===== config.mk =====
export PLATFORM = sky130hd
export DESIGN_NAME = mem_stage
export DESIGN_NICKNAME = d
export VERILOG_FILES = /design/src/rtl/pipeline_pkg.sv /design/src/rtl/lsu_align.sv /design/src/rtl/mem_stage.sv
export SDC_FILE = /design/constraint.sdc
export NUM_CORES = 1
export LEC_CHECK = 0
export ABC_AREA = 1
export BUFFER_PORTS_ARGS = -buffer_cell sky130_fd_sc_hd__buf_2
export CAP_MARGIN = 30
export CORE_AREA = 2 2 149 151
export CTS_CLUSTER_DIAMETER = 80
export DETAILED_ROUTE_END_ITERATION = 10
export DIE_AREA = 0 0 151 153
export RECOVER_POWER = 100
export SLEW_MARGIN = 20
export SYNTH_ARGS = -nofsm -noshare
export SYNTH_HDL_FRONTEND = slang
export SYNTH_SLANG_ARGS = --single-unit
export TNS_END_PERCENT = 1

===== constraint.sdc =====
create_clock -name clk -period 1.5 [get_ports clk]
set_input_delay 0.3 -clock clk [delete_from_list [all_inputs] [get_ports clk]]
set_output_delay 0.3 -clock clk [all_outputs]
set_load 0.02 [all_outputs]

===== src/rtl/pipeline_pkg.sv =====
// Shared pipeline types for the RV32I 5-stage core.
// Contents:
//   exmem_t     - EX/MEM register bundle consumed by mem_stage
//   memwb_t     - MEM/WB register bundle read by the writeback stage
//   mem_state_t - data-memory transaction state
//   F3_*        - funct3 encodings for loads and stores
package pipeline_pkg;

    typedef struct packed {
        logic        valid;
        logic [31:0] ALUResult;
        logic [31:0] WriteData;
        logic [4:0]  Rd;
        logic        RegWrite;
        logic [1:0]  ResultSrc;
        logic        MemWrite;
        logic        MemRead;
        logic [2:0]  funct3;
        logic [31:0] PCPlus4;
        logic [31:0] ImmExt;
    } exmem_t;

    typedef struct packed {
        logic        valid;
        logic [31:0] ALUResult;
        logic [31:0] load_data;
        logic [31:0] PCPlus4;
        logic [31:0] ImmExt;
        logic [4:0]  Rd;
        logic        RegWrite;
        logic [1:0]  ResultSrc;
    } memwb_t;

    typedef enum logic [1:0] {
        IDLE     = 2'd0,
        REQ      = 2'd1,
        WAIT_RSP = 2'd2
    } mem_state_t;

    localparam logic [2:0] F3_B  = 3'b000;
    localparam logic [2:0] F3_H  = 3'b001;
    localparam logic [2:0] F3_W  = 3'b010;
    localparam logic [2:0] F3_BU = 3'b100;
    localparam logic [2:0] F3_HU = 3'b101;

endpackage


===== src/rtl/lsu_align.sv =====
// Load/store lane formatting for the memory stage (purely combinational).
// Ports:
//   funct3     in  access size / signedness
//   addr_lo    in  byte offset within the word (ALUResult[1:0])
//   store      in  1 for a store, 0 for a load
//   write_data in  register value to be stored
//   rdata      in  raw word returned by data memory
//   be         out byte enables (all ones for loads)
//   wdata      out store data replicated into every lane
//   load_data  out extracted and sign/zero-extended load value
//   aligned    out 1 when the access fits its natural alignment
module lsu_align
    import pipeline_pkg::*;
(
    input  logic [2:0]  funct3,
    input  logic [1:0]  addr_lo,
    input  logic        store,
    input  logic [31:0] write_data,
    input  logic [31:0] rdata,
    output logic [3:0]  be,
    output logic [31:0] wdata,
    output logic [31:0] load_data,
    output logic        aligned
);

    logic [7:0]  rbyte [4];
    logic [7:0]  byte_sel;
    logic [15:0] half_sel;

    // Byte lanes of the read word, and store data replicated per lane so the
    // byte enables alone pick which lane memory actually writes.
    for (genvar gi = 0; gi < 4; gi++) begin : g_lane
        assign rbyte[gi] = rdata[8*gi +: 8];
        assign wdata[8*gi +: 8] = (funct3[1:0] == 2'b00) ? write_data[7:0] :
                                  (funct3[1:0] == 2'b01) ? write_data[8*(gi%2) +: 8] :
                                                           write_data[8*gi +: 8];
    end

    assign byte_sel = rbyte[addr_lo];
    assign half_sel = addr_lo[1] ? rdata[31:16] : rdata[15:0];

    always_comb begin
        aligned   = 1'b1;
        be        = 4'b1111;
        load_data = rdata;

        case (funct3[1:0])
            2'b00:   aligned = 1'b1;
            2'b01:   aligned = ~addr_lo[0];
            default: aligned = (addr_lo == 2'b00);
        endcase

        if (store) begin
            case (funct3[1:0])
                2'b00:   be = 4'b0001 << addr_lo;
                2'b01:   be = 4'b0011 << addr_lo;
                default: be = 4'b1111;
            endcase
        end

        case (funct3)
            F3_B:    load_data = {{24{byte_sel[7]}}, byte_sel};
            F3_BU:   load_data = {24'h0, byte_sel};
            F3_H:    load_data = {{16{half_sel[15]}}, half_sel};
            F3_HU:   load_data = {16'h0, half_sel};
            default: load_data = rdata;
        endcase
    end

endmodule


===== src/rtl/mem_stage.sv =====
// Memory-access stage: drives loads/stores onto a single-outstanding
// req/gnt/rvalid bus, stalls the front of the pipe while a transaction is in
// flight, and owns the MEM/WB register.
// Ports:
//   clk, rst_n           clock, synchronous active-low reset
//   inputs               EX/MEM bundle (held by the pipe while stall_mem=1)
//   outputs              registered MEM/WB bundle
//   stall_mem            freeze IF/ID/EX and hold EX/MEM
//   misaligned           one-cycle pulse after a misaligned access
//   mem_fault            one-cycle pulse after a bus timeout
//   dmem_*               data-memory request / response bus
module mem_stage
    import pipeline_pkg::*;
#(
    parameter int TIMEOUT_CYCLES = 0,
    parameter int CNT_W          = 8
) (
    input  logic        clk,
    input  logic        rst_n,
    input  exmem_t      inputs,
    output memwb_t      outputs,
    output logic        stall_mem,
    output logic        misaligned,
    output logic        mem_fault,
    output logic        dmem_req,
    output logic        dmem_we,
    output logic [31:0] dmem_addr,
    output logic [3:0]  dmem_be,
    output logic [31:0] dmem_wdata,
    input  logic        dmem_gnt,
    input  logic        dmem_rvalid,
    input  logic [31:0] dmem_rdata
);

    localparam logic             TO_EN   = (TIMEOUT_CYCLES != 0);
    localparam logic [CNT_W-1:0] TO_LAST = TO_EN ? CNT_W'(TIMEOUT_CYCLES - 1) : '0;

    mem_state_t       state_reg;
    logic [CNT_W-1:0] cnt_reg;
    logic             misaligned_reg;
    logic             mem_fault_reg;
    memwb_t           outputs_reg;

    logic        aligned;
    logic [31:0] ext_data;
    logic        is_access, is_load, is_store, mem_op, misalign_now;
    logic        req_next, done_next, timed_out_next, rsp_ok_next;

    assign is_access    = inputs.valid & (inputs.MemRead | inputs.MemWrite);
    assign is_load      = inputs.MemRead;
    assign is_store     = inputs.MemWrite & ~inputs.MemRead;
    assign mem_op       = is_access & aligned;
    assign misalign_now = is_access & ~aligned;

    lsu_align u_align (
        .funct3     (inputs.funct3),
        .addr_lo    (inputs.ALUResult[1:0]),
        .store      (is_store),
        .write_data (inputs.WriteData),
        .rdata      (dmem_rdata),
        .be         (dmem_be),
        .wdata      (dmem_wdata),
        .load_data  (ext_data),
        .aligned    (aligned)
    );

    assign dmem_addr = {inputs.ALUResult[31:2], 2'b00};
    assign dmem_we   = is_store;

    // rvalid is only looked at in WAIT_RSP: a response coinciding with gnt,
    // or arriving after a timeout, is dropped.
    always_comb begin
        req_next       = 1'b0;
        done_next      = 1'b0;
        timed_out_next = 1'b0;
        rsp_ok_next    = 1'b0;
        case (state_reg)
            IDLE: begin
                req_next  = mem_op;
                done_next = mem_op & dmem_gnt & is_store;
            end
            REQ: begin
                req_next       = 1'b1;
                done_next      = dmem_gnt & is_store;
                timed_out_next = TO_EN & ~dmem_gnt & (cnt_reg == TO_LAST);
            end
            WAIT_RSP: begin
                rsp_ok_next    = dmem_rvalid;
                done_next      = dmem_rvalid;
                timed_out_next = TO_EN & ~dmem_rvalid & (cnt_reg == TO_LAST);
            end
            default: ;
        endcase
        done_next = done_next | timed_out_next;
    end

    // Gating with rst_n drops the request and stall during the reset cycle
    // itself, not one cycle later.
    assign dmem_req  = rst_n & req_next;
    assign stall_mem = rst_n & mem_op & ~done_next;

    // The counter restarts whenever a waiting state is entered; the timeout
    // fires on the TIMEOUT_CYCLES-th cycle spent waiting in REQ or WAIT_RSP.
    always_ff @(posedge clk) begin
        if (!rst_n) begin
            state_reg      <= IDLE;
            cnt_reg        <= '0;
            misaligned_reg <= 1'b0;
            mem_fault_reg  <= 1'b0;
            outputs_reg    <= '0;
        end else begin
            misaligned_reg <= misalign_now;
            mem_fault_reg  <= timed_out_next;

            case (state_reg)
                IDLE: begin
                    if (mem_op) begin
                        cnt_reg <= '0;
                        if (!dmem_gnt)
                            state_reg <= REQ;
                        else if (is_load)
                            state_reg <= WAIT_RSP;
                    end
                end
                REQ: begin
                    if (timed_out_next) begin
                        state_reg <= IDLE;
                    end else if (dmem_gnt) begin
                        cnt_reg   <= '0;
                        state_reg <= is_load ? WAIT_RSP : IDLE;
                    end else begin
                        cnt_reg <= cnt_reg + 1'b1;
                    end
                end
                WAIT_RSP: begin
                    if (dmem_rvalid || timed_out_next)
                        state_reg <= IDLE;
                    else
                        cnt_reg <= cnt_reg + 1'b1;
                end
                default: state_reg <= IDLE;
            endcase

            // A stalled cycle writes a bubble so writeback sees each
            // instruction exactly once, on the cycle it completes.
            if (stall_mem) begin
                outputs_reg <= '0;
            end else begin
                outputs_reg.valid     <= inputs.valid;
                outputs_reg.ALUResult <= inputs.ALUResult;
                outputs_reg.load_data <= rsp_ok_next ? ext_data : 32'h0;
                outputs_reg.PCPlus4   <= inputs.PCPlus4;
                outputs_reg.ImmExt    <= inputs.ImmExt;
                outputs_reg.Rd        <= inputs.Rd;
                outputs_reg.RegWrite  <= inputs.valid & inputs.RegWrite &
                                         ~misalign_now & ~timed_out_next;
                outputs_reg.ResultSrc <= inputs.ResultSrc;
            end
        end
    end

    assign outputs    = outputs_reg;
    assign misaligned = misaligned_reg;
    assign mem_fault  = mem_fault_reg;

endmodule


Yosys cells after proc, flatten, opt, wreduce, memory -nomap -nowiden:

Index checks and enable logic that the tools add are counted.

* reductions and logical operators: 7
* equal/unequal tests: 10
* div/mod/pow operators: 0
* bitwise gates (word level): 21
* multiply operators: 0
* order comparisons: 1
* shift-type cells: 2
* muxes and demuxes: 23
* add/subtract/negate cells: 0

Operators by type and width (count)
* 32-bit one-hot mux with 4 select lines: 1
* 8-bit 2-to-1 mux: 7
* 8-bit binary-select mux with 2-bit select: 1
* 16-bit 2-to-1 mux: 1
* 1-bit bitwise AND: 12
* 2-bit 2-to-1 mux: 6
* 4-bit one-hot mux with 2 select lines: 1
* 1-bit inverter: 7
* 3-bit == test, second input constant: 2
* 2-bit logical NOT: 3
* 2-bit != test, second input constant: 3
* 2-bit one-hot mux with 3 select lines: 1
* 2-bit by 1-bit == test with 1-bit output, second input constant: 2
* 4-bit 2-to-1 mux: 1
* 1-bit one-hot mux with 2 select lines: 2
* 4-bit AND reduction: 1
* 1-bit by 2-bit left shift with 4-bit output, first input constant: 1
* 2-bit by 2-bit left shift with 4-bit output, first input constant: 1
* 3-bit by 1-bit == test with 1-bit output, second input constant: 1
* 3-bit >= comparator, second input constant: 1
* 3-bit logical NOT: 1
* 3-bit != test, second input constant: 1
* 2-bit inverter with 3-bit output: 1
* 1-bit one-hot mux with 3 select lines: 1
* 5 further kinds: 5

* bits of input ports: 178
* register bits: 140
* memory bits (writable): 0
* output and inout port bits: 210
* memories: 0
* word-level logic and storage cells: 74
* latch bits: 0
* ROM bits: 0

Logic depth before layout (Yosys ltp):

* word-level depth: 9
* gate-level depth with buffers: 12
* gate-level depth less buffers: 9

Modules after synthesis:

From an unflattened synthesis, not the netlist that was laid out.

* cells, all modules: 769
* area total of the unflattened synthesis: 5647.9 µm²

Modules (own cells, without submodules)
* mem_stage: area an instance 4357.9 µm², instances 1, cells an instance 500, seq. area each 2802.7 µm²
* lsu_align: area an instance 1290.0 µm², instances 1, cells an instance 269, seq. area each 0.0 µm²

Worst setup path after synthesis:

OpenSTA, ideal clock, no wires.

* path type: input port to output port
* from: input inputs[65] (netlist bit)
* to: output dmem_req
* cell stages on the path: 6
* arrival time: 1.269 ns
* data required time: 1.200 ns
* path slack: -0.069 ns
* path buffers: 1
* cells stage by stage: buf_2 > nand2_1 > nand2_1 > nand2_1 > nand2_2 > a211oi_1

* cells in the longest elaborated chain, start to end: 5

RTL lines
* start: declaration: RTL line mem_stage.sv:20 `input exmem_t inputs,`
* 2-bit by 1-bit == test with 1-bit output / 2-bit logical NOT (equally long branches)
* 1-bit one-hot mux with 2 select lines *: RTL line lsu_align.sv:47 `case (funct3[1:0])`
* 1-bit bitwise AND *: RTL line mem_stage.sv:52 `assign mem_op = is_access & aligned;`
* 1-bit one-hot mux with 2 select lines *: RTL line mem_stage.sv:77 `case (state_reg)`
* 1-bit bitwise AND *: RTL line mem_stage.sv:99 `assign dmem_req = rst_n & req_next;`
* end: declaration: RTL line mem_stage.sv:25 `output logic dmem_req,`

Every way passes the cells marked *; elsewhere a longest branch is shown, timed or not.

Worst setup path after layout:

* from: register state_reg[1]
* to: register state_reg[0]

* cells in the longest elaborated chain, start to end: 3

RTL lines
* start: declaration: RTL line mem_stage.sv:38 `mem_state_t state_reg;`
* start signal: assignment: RTL line mem_stage.sv:130 `state_reg <= is_load ? WAIT_RSP : IDLE;`
* 2-bit == test, or another cell as far along: RTL line mem_stage.sv:115 `case (state_reg)`
* 2-bit != test (no line) / 3-bit != test (equally long branches)
* 4-bit AND reduction (no line)

Several ways; a longest one is shown, not always the timed one.
A chain may end at the register's enable or synchronous reset.

==> flow_summary.ini <==
[drt]
num_vias = 5701
first_pass_iters = 5
ant_nets = 0
routedWlPerCell_um = 14.1
drtIter0Drc = 276
drt-total-wl_um = 20100
viasPerCell = 4.00
drc_errors = 0

[grt]
overflow = 0
use_met3_pct = 3.82
grt_first_pass_wirelength_um = 28200
gr-usage-met1_pct = 18.4
grt.total_usage_pct = 15.8
grt_pass1_vias = 5362
grt_antenna_before_repair = 1
use_met2_pct = 28.4
grt_start_max_net_pins = 54
busiest_layer = met2

[layout]
fin_cells = 1424
fillCellCount = 2365
area_delta_synth_final_pct = 53.8
final_util_pct = 38.5
drive_above_1_share_pct = 28.9
n_antenna_cell = 0
fin_area_mm2 = 0.00827
layout.nets = 1309
largest_register_ff_count = 137

[worst_setup_path]
cpMostUsedCell = buf_4
r2r_slack_ns = -0.05
crit_chain = inv_2, buf_4, buf_4, buf_4, buf_4, nand3_2, nand2_1, nor2_2, nand3_1, a21oi_2
cp_slowest_stage_delay_ns = 0.38
cp.required_ns = 1.83
arrival_ns = 1.89
cp-end-kind = flop
slowest_stage = dfxtp_4
critPathLaunchType = flop
path_max_fanout = 5
crit_type = flop to flop

[pwr]
powerDensity_mw_per_mm2 = 1160
p_leak_nw = 4.50
finalPower_mw = 9.62
ir_drop_mv = 0.599

[timing]
fin_setup_tns_ns = -0.127
finalCritPeriodShare_pct = 104
max_freq_mhz = 644
finalCriticalPeriod_ns = 1.55
setup_ws_ns = -0.0534
worst_hold_slack_ns = 0.0982
rsz0062_at_grt = true
tightest_slew_ns = 0.500
final-setup-viol-count = 13
worst_clock_skew_ns = 0.00700
drv_slew = 0
maxSlewHeadroom_pct = 66.7
hold_viol_final = 0

[placement]
gp_congestion = 0.866
placed_cells = 1373
place_ws_ns = -0.202
hpwl_um = 15200
placed_cell_area_mm2 = 0.00758
numPortBuffers = 384

[synth]
ys_ff_latch = 140
yosysTopAreaCellShare_pct = 52.1
syn_area_per_cell_um2 = 7.34
yosys_warnings = 0
synthCells = 733
yosys.area.top_type = dfxtp_1
synth_area_mm2 = 0.00538
synth_cell_type_count = 28
synth_edf_count = 0
synth_ff_type = dfxtp_1
synthArstFlopShare_pct = 0
synth_commonest_cells = nand2_1, dfxtp_1, inv_1, nor2_1, buf_4
yosys.cell_count.top_type = nand2_1
yosysSeqAreaShare_pct = 52.1
netlist_top_cells_area = dfxtp_1, nand2_1, inv_1, nor2_1, buf_4

[clock_tree]
cts_tree = done
clock_path_buffers = 2
htree_levels = 4
numCtsBuffers = 17
cts_num_sinks = 140
root_buffer = clkbuf_16
clock_latency_ns = 0.41
cts.clk_slew.worst_paths_ns = 0.07

[floorplan]
die_w_um = 151
row_count = 54
num_io_pins = 388
initial_core_util_pct = 25.0
die-area_mm2 = 0.0231
die_h_um = 153
design.core.area_mm2 = 0.0215

[run_status]
status = finished with violations
violations = setup timing

[hold_path]
hold_path_class = input port to flop

[run]
cap_viol_max_count = 0
[routing by layer]
| layer | vias up | wire (um) |
|---|---|---|
| li1 | 2897 | - |
| met1 | 2524 | 8290 |
| met2 | 262 | 10000 |
| met3 | 16 | 1520 |
| met4 | 2 | 232 |
| met5 | - | 13 |
[worst max-delay path, delay by kind of cell (launching register included)]
family | cells | cell delay, ns
AO/OA/AOI/OAI | 1 | 0.15
AND/OR/NAND/NOR | 4 | 0.38
buffers and inverters | 5 | 0.57
flip-flops | 1 | 0.38
[cell usage in the layout, fill, tap and decap left out, types with 13 or more instances in the layout]
| cell | count |
|---|---|
| a21oi_1 | 18 |
| clkbuf_16 | 21 |
| buf_4 | 49 |
| nand2_1 | 163 |
| buf_2 | 200 |
| nand3_1 | 30 |
| dfxtp_1 | 138 |
| o21ai_0 | 13 |
| clkbuf_1 | 179 |
| inv_1 | 133 |
| nor2_1 | 126 |
[final cells by class]
| class | count | area, um^2 | share of cell area, % |
|---|---|---|---|
| tap | 280 | 350 | 4.23 |
| clock inverter | 15 | 129 | 1.56 |
| sequential | 140 | 2810 | 33.9 |
| timing repair buffer | 445 | 2360 | 28.6 |
| multi-input combinational | 385 | 1660 | 20.1 |
| inverter | 142 | 538 | 6.50 |
| clock buffer | 17 | 425 | 5.14 |
[cell families after synthesis]
| logic type | after synthesis | share of synthesized area, % |
|---|---|---|
| other | 1 | 0.0697 |
| AOI/OAI and AO/OA | 41 | 4.33 |
| and+or+nand+nor | 341 | 25.1 |
| DFF | 140 | 52.1 |
| buffers and inverters | 210 | 18.4 |
[final timing paths]
check	startpoint	end	cells past startpoint
max	state_reg[1]	state_reg[0]	10
min	inputs[44]	outputs[52]	3
max reg2reg	state_reg[1]	state_reg[0]	10
min reg2reg	state_reg[0]	state_reg[1]	3
[timing repair]
item | in CTS | in global routing
setup buffers | 12 | 2
hold buffers | 0 | 0
resized for setup | 31 | 13
endpoints found under the setup margin | 22 | 114
cloned | 0 | 5
pin swaps | 5 | 5
[power by group]
| part | switching [mW] | internal [mW] |
|---|---|---|
| Clock | 1.80 | 2.18 |
| Sequential | 0.0544 | 3.90 |
| Combinational | 1.06 | 0.633 |
Note: power is estimated with default switching activity, not from simulation.
